**config.mk**
```make
export PLATFORM = sky130hd
export DESIGN_NAME = tconv_line_buffer
export DESIGN_NICKNAME = d
export VERILOG_FILES = /design/src/rtl/tconv_line_buffer.sv
export SDC_FILE = /design/constraint.sdc
export NUM_CORES = 1
export LEC_CHECK = 0
export CAP_MARGIN = 20
export CORE_ASPECT_RATIO = 0.8
export CORE_MARGIN = 2
export CORE_UTILIZATION = 35
export CTS_CLUSTER_SIZE = 12
export DETAILED_ROUTE_END_ITERATION = 10
export GPL_TIMING_DRIVEN = 0
export HOLD_SLACK_MARGIN = 0.15
export PLACE_DENSITY = 0.5
export SYNTH_ARGS = -nofsm -noshare
export SYNTH_HDL_FRONTEND = slang
export SYNTH_SLANG_ARGS = --single-unit
```
**constraint.sdc**
```tcl
create_clock -name clk1 -period 3.9 [get_ports clk1]
set_input_delay 0.78 -clock clk1 [delete_from_list [all_inputs] [get_ports clk1]]
set_output_delay 0.78 -clock clk1 [all_outputs]
set_load 0.1 [all_outputs]
```
**src/rtl/tconv_line_buffer.sv**
```systemverilog
// ============================================================================
// Module   : tconv_line_buffer
// Brief    : KERNEL_SIZE output line memories with per-row write/read pointers
//            and optional in-place accumulate (macro LINE_BUF_ACC_EN).
// Revision : 1.0 - initial release
// ============================================================================
`default_nettype none

module tconv_line_buffer #(
  parameter int KERNEL_SIZE = 4,
  parameter int DATA_W      = 16,
  parameter int DEPTH       = 16,
  parameter int PTR_W       = $clog2(DEPTH)
) (
  input  logic                          clk1,
  input  logic                          rst_n,
  input  logic                          wr_clr,
  input  logic                          rd_clr,
  input  logic [KERNEL_SIZE-1:0]        wr_en,
  input  logic [KERNEL_SIZE-1:0]        rd_en,
  input  logic                          acc_sel,
  input  logic [KERNEL_SIZE*DATA_W-1:0] din,
  output logic [KERNEL_SIZE*DATA_W-1:0] dout,
  output logic [KERNEL_SIZE-1:0]        dout_valid,
  output logic                          wr_wrap_err,
  output logic                          rd_wrap_err
);

  localparam logic [PTR_W-1:0] c_last_addr = PTR_W'(DEPTH - 1);

  logic [KERNEL_SIZE-1:0] w_wr_wrap;
  logic [KERNEL_SIZE-1:0] w_rd_wrap;
  logic                   r_wr_wrap_err;
  logic                   r_rd_wrap_err;

`ifndef LINE_BUF_ACC_EN
  logic w_unused_acc_sel;
  assign w_unused_acc_sel = acc_sel;
`endif

  generate
    for (genvar r = 0; r < KERNEL_SIZE; r++) begin : g_row
      logic [DATA_W-1:0] r_mem [DEPTH];
      logic [PTR_W-1:0]  r_wr_ptr;
      logic [PTR_W-1:0]  r_rd_ptr;
      logic [PTR_W-1:0]  w_waddr;
      logic [PTR_W-1:0]  w_raddr;
      logic [DATA_W-1:0] w_din;
      logic [DATA_W-1:0] w_wdata;
      logic [DATA_W-1:0] r_dout;
      logic              r_dout_valid;

      assign w_din   = din[r*DATA_W +: DATA_W];
      assign w_waddr = wr_clr ? '0 : r_wr_ptr;
      assign w_raddr = rd_clr ? '0 : r_rd_ptr;

`ifdef LINE_BUF_ACC_EN
      // Read-modify-write: the stored partial sum is added within the cycle.
      assign w_wdata = acc_sel ? (r_mem[w_waddr] + w_din) : w_din;
`else
      assign w_wdata = w_din;
`endif

      // Storage has no reset; contents are undefined until written.
      always_ff @(posedge clk1) begin
        if (wr_en[r]) begin
          r_mem[w_waddr] <= w_wdata;
        end
      end

      always_ff @(posedge clk1 or negedge rst_n) begin
        if (!rst_n) begin
          r_wr_ptr <= '0;
          r_rd_ptr <= '0;
        end else begin
          if (wr_en[r]) begin
            r_wr_ptr <= w_waddr + PTR_W'(1);
          end else if (wr_clr) begin
            r_wr_ptr <= '0;
          end
          if (rd_en[r]) begin
            r_rd_ptr <= w_raddr + PTR_W'(1);
          end else if (rd_clr) begin
            r_rd_ptr <= '0;
          end
        end
      end

      // Write-first bypass so a same-address read sees the committed word.
      always_ff @(posedge clk1 or negedge rst_n) begin
        if (!rst_n) begin
          r_dout       <= '0;
          r_dout_valid <= 1'b0;
        end else begin
          r_dout_valid <= rd_en[r];
          if (rd_en[r]) begin
            r_dout <= (wr_en[r] && (w_waddr == w_raddr)) ? w_wdata : r_mem[w_raddr];
          end
        end
      end

      assign w_wr_wrap[r]                 = wr_en[r] && (w_waddr == c_last_addr);
      assign w_rd_wrap[r]                 = rd_en[r] && (w_raddr == c_last_addr);
      assign dout[r*DATA_W +: DATA_W]     = r_dout;
      assign dout_valid[r]                = r_dout_valid;
    end
  endgenerate

  always_ff @(posedge clk1 or negedge rst_n) begin
    if (!rst_n) begin
      r_wr_wrap_err <= 1'b0;
      r_rd_wrap_err <= 1'b0;
    end else begin
      if (|w_wr_wrap) begin
        r_wr_wrap_err <= 1'b1;
      end
      if (|w_rd_wrap) begin
        r_rd_wrap_err <= 1'b1;
      end
    end
  end

  assign wr_wrap_err = r_wr_wrap_err;
  assign rd_wrap_err = r_rd_wrap_err;

endmodule

`default_nettype wire

```
==> results of run 1 <==
## cells by family (layout without fill, tap and decap cells)
logic type,count (synthesis),after routing,share of synthesized area
XOR/XNOR,31,31,0.00602
flip-flops,1126,1126,0.739
buffers and inverters,243,644,0.0234
AO/OA/AOI/OAI,629,629,0.111
other,0,1,0
AND/OR/NAND/NOR,472,472,0.0533
multiplexers,289,289,0.0678
## cells in the mapped netlist, drive strengths merged, types with 4 or more instances
cell type / n / area share
nand2: 148 / 0.012
o22ai: 21 / 0.0029
a221oi: 60 / 0.012
clkbuf: 123 / 0.010
inv: 27 / 0.0022
or3: 4 / 0.00055
xnor2: 12 / 0.0023
a21o: 15 / 0.0025
a311oi: 18 / 0.0035
nor3: 13 / 0.0014
o221ai: 28 / 0.0054
dfrtp: 102 / 0.057
nor2: 85 / 0.0071
a211oi: 62 / 0.010
o21ai: 29 / 0.0032
a32o: 45 / 0.010
mux2i: 176 / 0.039
a32oi: 30 / 0.0058
edfxtp: 1024 / 0.68
mux2: 111 / 0.028
a31oi: 50 / 0.0069
nor4bb: 5 / 0.0011
nand2b: 27 / 0.0037
o21bai: 4 / 0.00067
nand3: 33 / 0.0037
a221o: 85 / 0.019
a21oi: 57 / 0.0064
o211ai: 5 / 0.00083
xor2: 19 / 0.0037
o22a: 16 / 0.0031
and2: 48 / 0.0067
a31o: 16 / 0.0031
a22oi: 53 / 0.0088
nor2b: 86 / 0.012
o2111ai: 15 / 0.0029
buf: 90 / 0.011
## metal layers
metal / routed length (µm) / up-vias / global-route usage
met1: 58400 / 13761 / 0.276
met4: 2470 / 4 / 0.0432
met2: 57000 / 806 / 0.291
met3: 7260 / 152 / 0.0327
met5: 23 / - / 0
li1: - / 11793 / -
## power by group
| part | total [W] | internal (W) | switching [W] |
|---|---|---|---|
| logic | 0.00434 | 0.00130 | 0.00303 |
| registers | 0.0137 | 0.0135 | 0.000170 |
| clock network | 0.0105 | 0.00602 | 0.00445 |
| total | 0.0285 | 0.0208 | 0.00765 |
## flip-flops by register name, indices dropped and copies added, names as in the netlist
signal,flops
g_row.r_wr_ptr,16
g_row.r_dout,64
g_row.r_dout_valid,4
wr_wrap_err,1
g_row.r_mem,1024
rd_wrap_err,1
g_row.r_rd_ptr,16
## stage by stage
step / instances / cell area [µm²] / setup TNS [ns] / setup WS, ns
floorplan: 2790 / 45100 / 0 / 0.782
global placement: 4657 / 48700 / -878.81 / -3.09
detailed placement: 4708 / 49600 / -78.94 / -0.513
CTS: 4916 / 53100 / 0 / 0.235
global route: 4916 / 53100 / 0 / 0.104
finish: 4917 / 53100 / 0 / 0.259
## worst min-delay path by stage
stage                             from                              to  slack (ns)  depth (start not counted)
2_1_floorplan                    rst_n  g_row[0].r_dout[0]$_DFFE_PN0P_        0.48                          0
3_3_place_gp   wr_wrap_err$_DFFE_PN0P_         wr_wrap_err$_DFFE_PN0P_        0.46                          2
3_5_place_dp   wr_wrap_err$_DFFE_PN0P_         wr_wrap_err$_DFFE_PN0P_        0.46                          2
4_1_cts                       wr_en[3]  g_row[3].r_wr_ptr[0]$_DFF_PN0_        0.41                          2
5_1_grt                       wr_en[3]  g_row[3].r_wr_ptr[0]$_DFF_PN0_        0.45                          2
6_report                      wr_en[3]  g_row[3].r_wr_ptr[0]$_DFF_PN0_        0.47                          2
## final cells by class
cell class	count	area share
Clock inverter	21	0.00396
Antenna cell	1	0.0000471
Buffer	213	0.0177
Timing Repair Buffer	194	0.0409
Tap cell	1725	0.0406
Clock buffer	186	0.0624
Sequential cell	1126	0.627
Multi-Input combinational cell	1421	0.205
Inverter	30	0.00212
## what timing repair did
action,CTS,global route
hold buffers,1,0
setup endpoints to repair,0,0
endpoints found under the hold margin,34,0
==> flow_metrics.py, run 1 <==
metrics = {
    "sta": {
        "whs_ns": 0.469,
        "setup_violations": 0,
        "worst_slew_pin_slew_ns": 1.04,
        "fin_worst_skew_ns": 0.0281,
        "final-max-slew-violation-count": 0,
        "slew_headroom": 0.306,
        "fin_crit_sh": 0.934,
        "rsz0062_at_grt": "false",
        "fmax_mhz": 275,
        "hold_viol_final": 0,
        "fin_crit_ns": 3.64,
    },
    "floorplanning": {
        "initial_core_util": 0.354,
        "die_area_mm2": 0.132,
        "rows": 117,
        "io-pin-count": 147,
        "fp.dieW_um": 405,
        "fp.dieH_um": 325,
        "core_mm2": 0.128,
    },
    "global_routing": {
        "grt_pass1_wl_um": 184000,
        "grt.total_usage": 0.188,
        "grt_pass1_vias": 27108,
        "grt_max_degree": 69,
        "overflow": 0,
        "antenna_found_initial": 3,
    },
    "drt": {
        "drc": 0,
        "vias": 26516,
        "wl_per_cell_um": 25.4,
        "drt.antenna.violating_nets": 0,
        "dr.pass1.iters": 6,
        "via_per_inst": 5.39,
        "drt_iter0_drc": 2543,
        "wl_um": 125000,
    },
    "worst_setup_path": {
        "start_kind": "input pin",
        "slowest_stage": "clkdlybuf4s50_1",
        "crit_path_max_fanout": 10,
        "critPathKind": "input pin to flip-flop",
        "worstSetupStartpoint": "rd_clr",
        "cp.buffers_inverters": 6,
        "worstPathRequired_ns": 4.53,
        "rr_worst_depth": 7,
        "r2r_start": "g_row[1].r_rd_ptr[0]$_DFF_PN0_",
        "crit_chain": "clkdlybuf4s50_1, buf_6, buf_6, buf_6, buf_6, nand3b_1, clkbuf_1, o22ai_1, a311oi_1, a31o_1, a221o_1",
        "cp.arrival_ns": 4.27,
        "crit_end": "g_row[0].r_dout[0]$_DFFE_PN0P_",
        "timing.critical_path.mode_cell": "buf_6",
        "endpoint_kind": "flip-flop",
        "cp_slowest_stage_delay_ns": 0.72,
        "cp_top_family": "buffers and inverters",
        "cp.depth": 11,
        "r2r_end": "g_row[1].r_dout[11]$_DFFE_PN0P_",
        "r2r_setup_slack_ns": 0.90,
    },
    "finish": {
        "finalNetCount": 3175,
        "area_growth_syn_to_layout_pct": 17.8,
        "mostFrequentLayoutCells": "edfxtp_1 (1024), clkbuf_1 (179), mux2i_1 (176)",
        "fillers": 11475,
        "seq_area_mm2": 0.0333,
        "layout_commonest_cell": "edfxtp_1",
        "multiInputGateArea_mm2": 0.0109,
        "final_layout_size_suffix_gt1_frac": 0.142,
        "post-route-util": 0.417,
    },
    "yosys": {
        "syn-num-nets": 2867,
        "synthesis.instances": 2790,
        "synth-seq-cells": 1126,
        "syn-cell-area_mm2": 0.0451,
        "synthFlopType": "edfxtp_1",
        "synth_edf_count": 1024,
        "synth_warnings": 0,
        "ys_seq_area_frac": 0.739,
        "syn-mean-instance-area_um2": 16.2,
        "ys_async_sr_fraction": 0.0906,
        "yosysUniqueCellTypes": 71,
    },
    "clock_tree": {
        "clk_latency_ns": 0.71,
        "clock-sinks": 1126,
        "cts_made_buffers": 112,
        "root_buffer": "clkbuf_16",
        "cts_setup_buffers": 0,
        "htree_levels": 3,
        "max-clock-path-buffers": 3,
        "clk_pin_slew_ns": 0.06,
        "cts_tree": "built",
        "post_cts_resized": 0,
    },
    "power": {
        "p_total_w": 0.0285,
        "p_leak_nw": 17.2,
        "power_density_mw_per_mm2": 536,
        "vdd_drop_max_mv": 0.353,
    },
    "min_path": {
        "hold_class": "input pin to flip-flop",
    },
    "placement": {
        "io_buffers": 142,
        "dp_hpwl_um": 87400,
        "gp_congestion": 0.847,
    },
    "run_status": {
        "status": "finished, final reports clean",
    },
    "job": {
        "cap_violations": 0,
    },
}
Power figures use the tool's default switching activity.
==> inputs of run 2 (changes only) <==
--- a/config.mk
+++ b/config.mk
@@ -5,9 +5,8 @@
 export SDC_FILE = /design/constraint.sdc
 export NUM_CORES = 1
 export LEC_CHECK = 0
-export CAP_MARGIN = 20
 export CORE_ASPECT_RATIO = 0.8
-export CORE_MARGIN = 2
+export CORE_MARGIN = 3
 export CORE_UTILIZATION = 35
 export CTS_CLUSTER_SIZE = 12
 export DETAILED_ROUTE_END_ITERATION = 10
==> flow_metrics.py, run 2 (same netlist as run 1, synthesis figures left out) <==
metrics = {
    "sta": {
        "final-max-slew-violation-count": 0,
        "fin_worst_skew_ns": 0.0243,
        "worst_slew_pin_slew_ns": 1.13,
        "rsz0062_at_grt": "false",
        "fin_crit_ns": 3.75,
        "setup_violations": 0,
        "fin_crit_sh": 0.961,
        "hold_viol_final": 0,
        "slew_headroom": 0.246,
        "fin_setup_tns_ns": 0,
        "fmax_mhz": 267,
    },
    "worst_setup_path": {
        "r2r_end": "g_row[0].r_dout[12]$_DFFE_PN0P_",
        "critPathKind": "input pin to flip-flop",
        "crit_path_max_fanout": 11,
        "r2r_setup_slack_ns": 0.84,
        "start_kind": "input pin",
        "slowest_stage": "clkdlybuf4s50_1",
        "cp_slowest_stage_delay_ns": 0.72,
        "crit_chain": "clkdlybuf4s50_1, buf_6, buf_6, buf_6, buf_6, nand3b_1, clkbuf_1, o22ai_1, a311oi_1, a31o_1, a221o_1",
        "endpoint_kind": "flip-flop",
        "worstPathRequired_ns": 4.51,
        "r2r_start": "g_row[0].r_rd_ptr[1]$_DFF_PN0_",
        "timing.critical_path.mode_cell": "buf_6",
        "rr_worst_depth": 7,
        "cp.arrival_ns": 4.36,
    },
    "global_routing": {
        "grt_pass1_vias": 27030,
        "grt.total_usage": 0.188,
        "grt_pass1_wl_um": 186000,
        "grt_max_degree": 81,
        "antenna_found_initial": 6,
        "overflow": 0,
    },
    "run_status": {
        "status": "finished, final reports clean",
    },
    "finish": {
        "final_layout_size_suffix_gt1_frac": 0.142,
        "post-route-util": 0.417,
        "layout_commonest_cell": "edfxtp_1",
        "multiInputGateArea_mm2": 0.0109,
        "finalNetCount": 3173,
        "fillers": 11448,
        "area_growth_syn_to_layout_pct": 17.9,
        "seq_area_mm2": 0.0333,
        "reg.largest.list": "g_row.r_mem x1024, g_row.r_dout x64",
        "top_register": "g_row.r_mem",
        "mostFrequentLayoutCells": "edfxtp_1 (1024), clkbuf_1 (184), mux2i_1 (176)",
        "final_area_mm2": 0.0532,
        "largest_register_ffs": 1024,
    },
    "floorplanning": {
        "core_mm2": 0.128,
        "fp.dieW_um": 407,
        "io-pin-count": 147,
        "fp.dieH_um": 327,
        "initial_core_util": 0.354,
        "die_area_mm2": 0.133,
        "rows": 117,
    },
    "min_path": {
        "min_to": "wr_wrap_err$_DFFE_PN0P_",
        "holdCritStartpoint": "wr_wrap_err$_DFFE_PN0P_",
        "whs_path_depth": 2,
        "hold_class": "flip-flop to flip-flop",
    },
    "placement": {
        "dp_hpwl_um": 87800,
        "io_buffers": 142,
        "gp_congestion": 0.847,
        "dpl-instance-area_mm2": 0.0496,
    },
    "clock_tree": {
        "clock-sinks": 1126,
        "htree_levels": 3,
        "clk_latency_ns": 0.70,
        "max-clock-path-buffers": 3,
        "root_buffer": "clkbuf_16",
        "cts_made_buffers": 113,
        "cts_tree": "built",
        "cts_setup_buffers": 0,
        "clk_pin_slew_ns": 0.05,
        "post_cts_resized": 0,
    },
    "power": {
        "power_density_mw_per_mm2": 538,
        "vdd_drop_max_mv": 0.389,
        "p_leak_nw": 17.2,
        "p_total_w": 0.0286,
    },
    "drt": {
        "via_per_inst": 5.43,
        "wl_per_cell_um": 25.9,
        "drc": 0,
        "drt_iter0_drc": 2472,
        "vias": 26712,
        "dr.pass1.iters": 5,
        "wl_um": 127000,
        "drt.antenna.violating_nets": 0,
    },
    "job": {
        "cap_violations": 0,
    },
}
==> run 2: how the worst max path moves through the flow <==
| stage | startpoint | cells after the start | endpoint |
|---|---|---|---|
| 2_1_floorplan | wr_clr | 6 | g_row[0].r_mem[8][0]$_DFFE_PP_ |
| 3_3_place_gp | rst_n | 1 | g_row[0].r_dout_valid$_DFF_PN0_ |
| 3_5_place_dp | wr_clr | 7 | g_row[1].r_mem[2][8]$_DFFE_PP_ |
| 4_1_cts | wr_clr | 7 | g_row[1].r_mem[2][6]$_DFFE_PP_ |
| 5_1_grt | rd_clr | 11 | g_row[0].r_dout[12]$_DFFE_PN0P_ |
| 6_report | rd_clr | 11 | g_row[0].r_dout[12]$_DFFE_PN0P_ |
==> run 2: power by group <==
part,leakage [nW],internal [W],switching [W]
Combinational,4.95,0.00130,0.00305
Clock,1.73,0.00611,0.00447
Sequential,10.5,0.0135,0.000174
Total,17.2,0.0209,0.00770
==> run 2: worst max-delay path: cells and delay by family <==
kind / cells / cell delay (ns)
compound gates: 4 / 1.00
simple gates: 1 / 0.32
buf+inv: 6 / 2.22
==> run 2: cell type report <==
type                       instances  area share
inverter                          30     0.00212
tap                             1725      0.0406
clock buffer                     188      0.0626
timing repair buffer             191      0.0407
clock inverter                    23     0.00456
buffer                           213      0.0177
sequential                      1126       0.626
antenna                            2   0.0000941
multi-input combinational       1421       0.205
==> run 2: layer usage <==
layer | global-route usage | vias up | routed length (µm)
met5 | 0 | - | 0
met3 | 0.0314 | 175 | 7570
met4 | 0.0437 | 0 | 2810
li1 | - | 11800 | -
met1 | 0.276 | 13882 | 59400
met2 | 0.290 | 855 | 57500
==> run 2: timing repair <==
item,CTS,global route
setup endpoints to repair,0,0
endpoints found under the hold margin,22,0
hold buffers,1,0
==> run 2: through the flow <==
stage / hold slack (ns) / instances / worst slack [ns]
after floorplan: 0.484 / 2790 / 0.782
after global placement: 0.463 / 4657 / -3.16
after detailed placement: 0.476 / 4705 / -0.622
after CTS: 0.435 / 4917 / 0.132
after global routing: 0.470 / 4918 / 0.0142
final: 0.484 / 4919 / 0.151
==> inputs of run 3 (changes only) <==
--- a/config.mk
+++ b/config.mk
@@ -5,6 +5,7 @@
 export SDC_FILE = /design/constraint.sdc
 export NUM_CORES = 1
 export LEC_CHECK = 0
+export CAP_MARGIN = 40
 export CORE_ASPECT_RATIO = 0.8
 export CORE_MARGIN = 3
 export CORE_UTILIZATION = 35
==> flow_metrics.py, run 3 (same netlist as run 1, synthesis figures left out) <==
metrics = {
    "run_status": {
        "status": "finished, final reports clean",
    },
    "power": {
        "clock_power_share": 0.359,
        "seq_power_share": 0.471,
        "power_density_mw_per_mm2": 532,
        "vdd_drop_max_mv": 0.380,
        "pwr-share-comb": 0.170,
        "swShare": 0.268,
        "switchingPower_w": 0.00779,
        "p_leak_nw": 17.9,
        "internal_power_w": 0.0212,
    },
    "clock_tree": {
        "clk_latency_ns": 0.70,
        "cts_made_buffers": 114,
        "root_buffer": "clkbuf_16",
        "cts_setup_buffers": 0,
        "cts_tree": "built",
        "clock-sinks": 1126,
        "max-clock-path-buffers": 3,
        "clk_pin_slew_ns": 0.06,
        "htree_levels": 3,
    },
    "sta": {
        "worst_slew_pin_slew_ns": 0.954,
        "final-max-slew-violation-count": 0,
        "setup_violations": 0,
        "whs_ns": 0.487,
        "hold_viol_final": 0,
        "fin_worst_skew_ns": 0.0206,
        "fmax_mhz": 272,
        "fin_crit_sh": 0.942,
        "slew_headroom": 0.362,
        "fin_crit_ns": 3.68,
        "rsz0062_at_grt": "false",
    },
    "drt": {
        "wl_um": 127000,
        "via_per_inst": 5.37,
        "vias": 26935,
        "wl_met2_um": 56800,
        "drt.antenna.violating_nets": 0,
        "drt_iter0_drc": 2511,
        "drc": 0,
        "routed.top_layer": "met4",
        "wl_met3_um": 8250,
        "wl_met1_um": 59000,
        "dr.pass1.iters": 5,
        "wl_per_cell_um": 25.4,
    },
    "placement": {
        "dp.cells": 4803,
        "gp_congestion": 0.847,
        "dpl-instance-area_mm2": 0.0510,
        "io_buffers": 142,
        "dp_hpwl_um": 89700,
    },
    "floorplanning": {
        "die_area_mm2": 0.133,
        "io-pin-count": 147,
        "core_mm2": 0.128,
        "rows": 117,
        "fp.dieW_um": 407,
        "initial_core_util": 0.354,
        "fp.dieH_um": 327,
    },
    "global_routing": {
        "overflow": 0,
        "grt_max_degree": 58,
        "grt.total_usage": 0.188,
        "antenna_found_initial": 5,
        "grt_pass1_wl_um": 186000,
        "grt_pass1_vias": 27327,
    },
    "finish": {
        "stdcell_count": 5015,
        "area_growth_syn_to_layout_pct": 21.0,
        "final_layout_size_suffix_gt1_frac": 0.169,
        "fillers": 11303,
        "mostFrequentLayoutCells": "edfxtp_1 (1024), mux2i_1 (176), clkbuf_1 (170)",
        "top_register": "g_row.r_mem",
        "largest_register_ffs": 1024,
        "layout_commonest_cell": "edfxtp_1",
        "final_area_mm2": 0.0545,
        "finalNetCount": 3274,
        "reg.largest.list": "g_row.r_mem x1024, g_row.r_dout x64",
    },
    "job": {
        "cap_violations": 0,
    },
    "min_path": {
        "hold_class": "flip-flop to flip-flop",
    },
    "worst_setup_path": {
        "start_kind": "input pin",
        "crit_path_max_fanout": 10,
        "worstPathRequired_ns": 4.52,
        "critPathKind": "input pin to flip-flop",
        "endpoint_kind": "flip-flop",
        "cp.arrival_ns": 4.30,
    },
}
[run 3: changes by cell type in the layout (fill, tap and decap cells not counted), sizes merged]
cell,change
inv,+1
clkinv,+5
bufinv,-2
clkbuf,-7
diode,-1
buf,+100
[run 3: power groups by stage]
stage	registers (W)	logic, W	clock network [W]
after global routing	0.0137	0.00520	0.0111
after global placement	0.0139	0.00427	0
after floorplan	0.0149	0.00178	0
after CTS	0.0137	0.00496	0.0106
after detailed placement	0.0139	0.00495	0
final	0.0137	0.00493	0.0104
[run 3: final cells by class]
cell class | instances | area (µm²) | share of cell area
tap | 1725 | 2160 | 0.0396
clock inverter | 27 | 210 | 0.00385
inverter | 30 | 113 | 0.00206
timing repair buffer | 291 | 3590 | 0.0657
multi-input combinational | 1421 | 10900 | 0.200
clock buffer | 181 | 3320 | 0.0608
buffer | 213 | 942 | 0.0173
sequential | 1126 | 33300 | 0.611
antenna | 1 | 2.50 | 0.0000459
[run 3: worst paths after layout]
check,start,end,slack [ns],cells past startpoint
max,rd_clr,g_row[0].r_dout[12]$_DFFE_PN0P_,0.22,11
min,wr_wrap_err$_DFFE_PN0P_,wr_wrap_err$_DFFE_PN0P_,0.49,2
max reg2reg,g_row[0].r_rd_ptr[1]$_DFF_PN0_,g_row[0].r_dout[9]$_DFFE_PN0P_,0.83,7
min reg2reg,wr_wrap_err$_DFFE_PN0P_,wr_wrap_err$_DFFE_PN0P_,0.49,2
max in group asynchronous,rst_n,g_row[3].r_dout[13]$_DFFE_PN0P_,2.42,3
min in group asynchronous,rst_n,g_row[2].r_dout[12]$_DFFE_PN0P_,0.66,2
[run 3: through the flow]
step | utilization | setup WS, ns | power (W) | setup TNS [ns]
floorplan | - | 0.782 | 0.0167 | 0
global placement | 0.382 | -3.16 | 0.0182 | -935.27
detailed placement | 0.400 | -0.591 | 0.0189 | -24.53
CTS | 0.428 | 0.162 | 0.0293 | 0
global route | 0.428 | 0.0329 | 0.0300 | 0
finish | 0.428 | 0.224 | 0.0290 | 0
[run 3: timing repair]
| item | CTS | global route |
|---|---|---|
| hold endpoints to repair | 30 | 0 |
| hold buffers | 1 | 0 |
| setup endpoints to repair | 0 | 0 |
| resized for setup | 0 | 0 |
[run 3: critical path: stages]
cell and delay, ns:
clkdlybuf4s50_1 0.71, buf_6 0.23, buf_6 0.21, buf_6 0.23, buf_6 0.26, nand3b_1 0.34, clkbuf_1 0.54, o22ai_1 0.19
a311oi_1 0.44, a31o_1 0.20, a221o_1 0.14
[run 3: metal layers]
metal	vias up	global-route usage
met4	0	0.0514
li1	11990	-
met2	933	0.286
met3	187	0.0371
met5	-	0
met1	13825	0.274
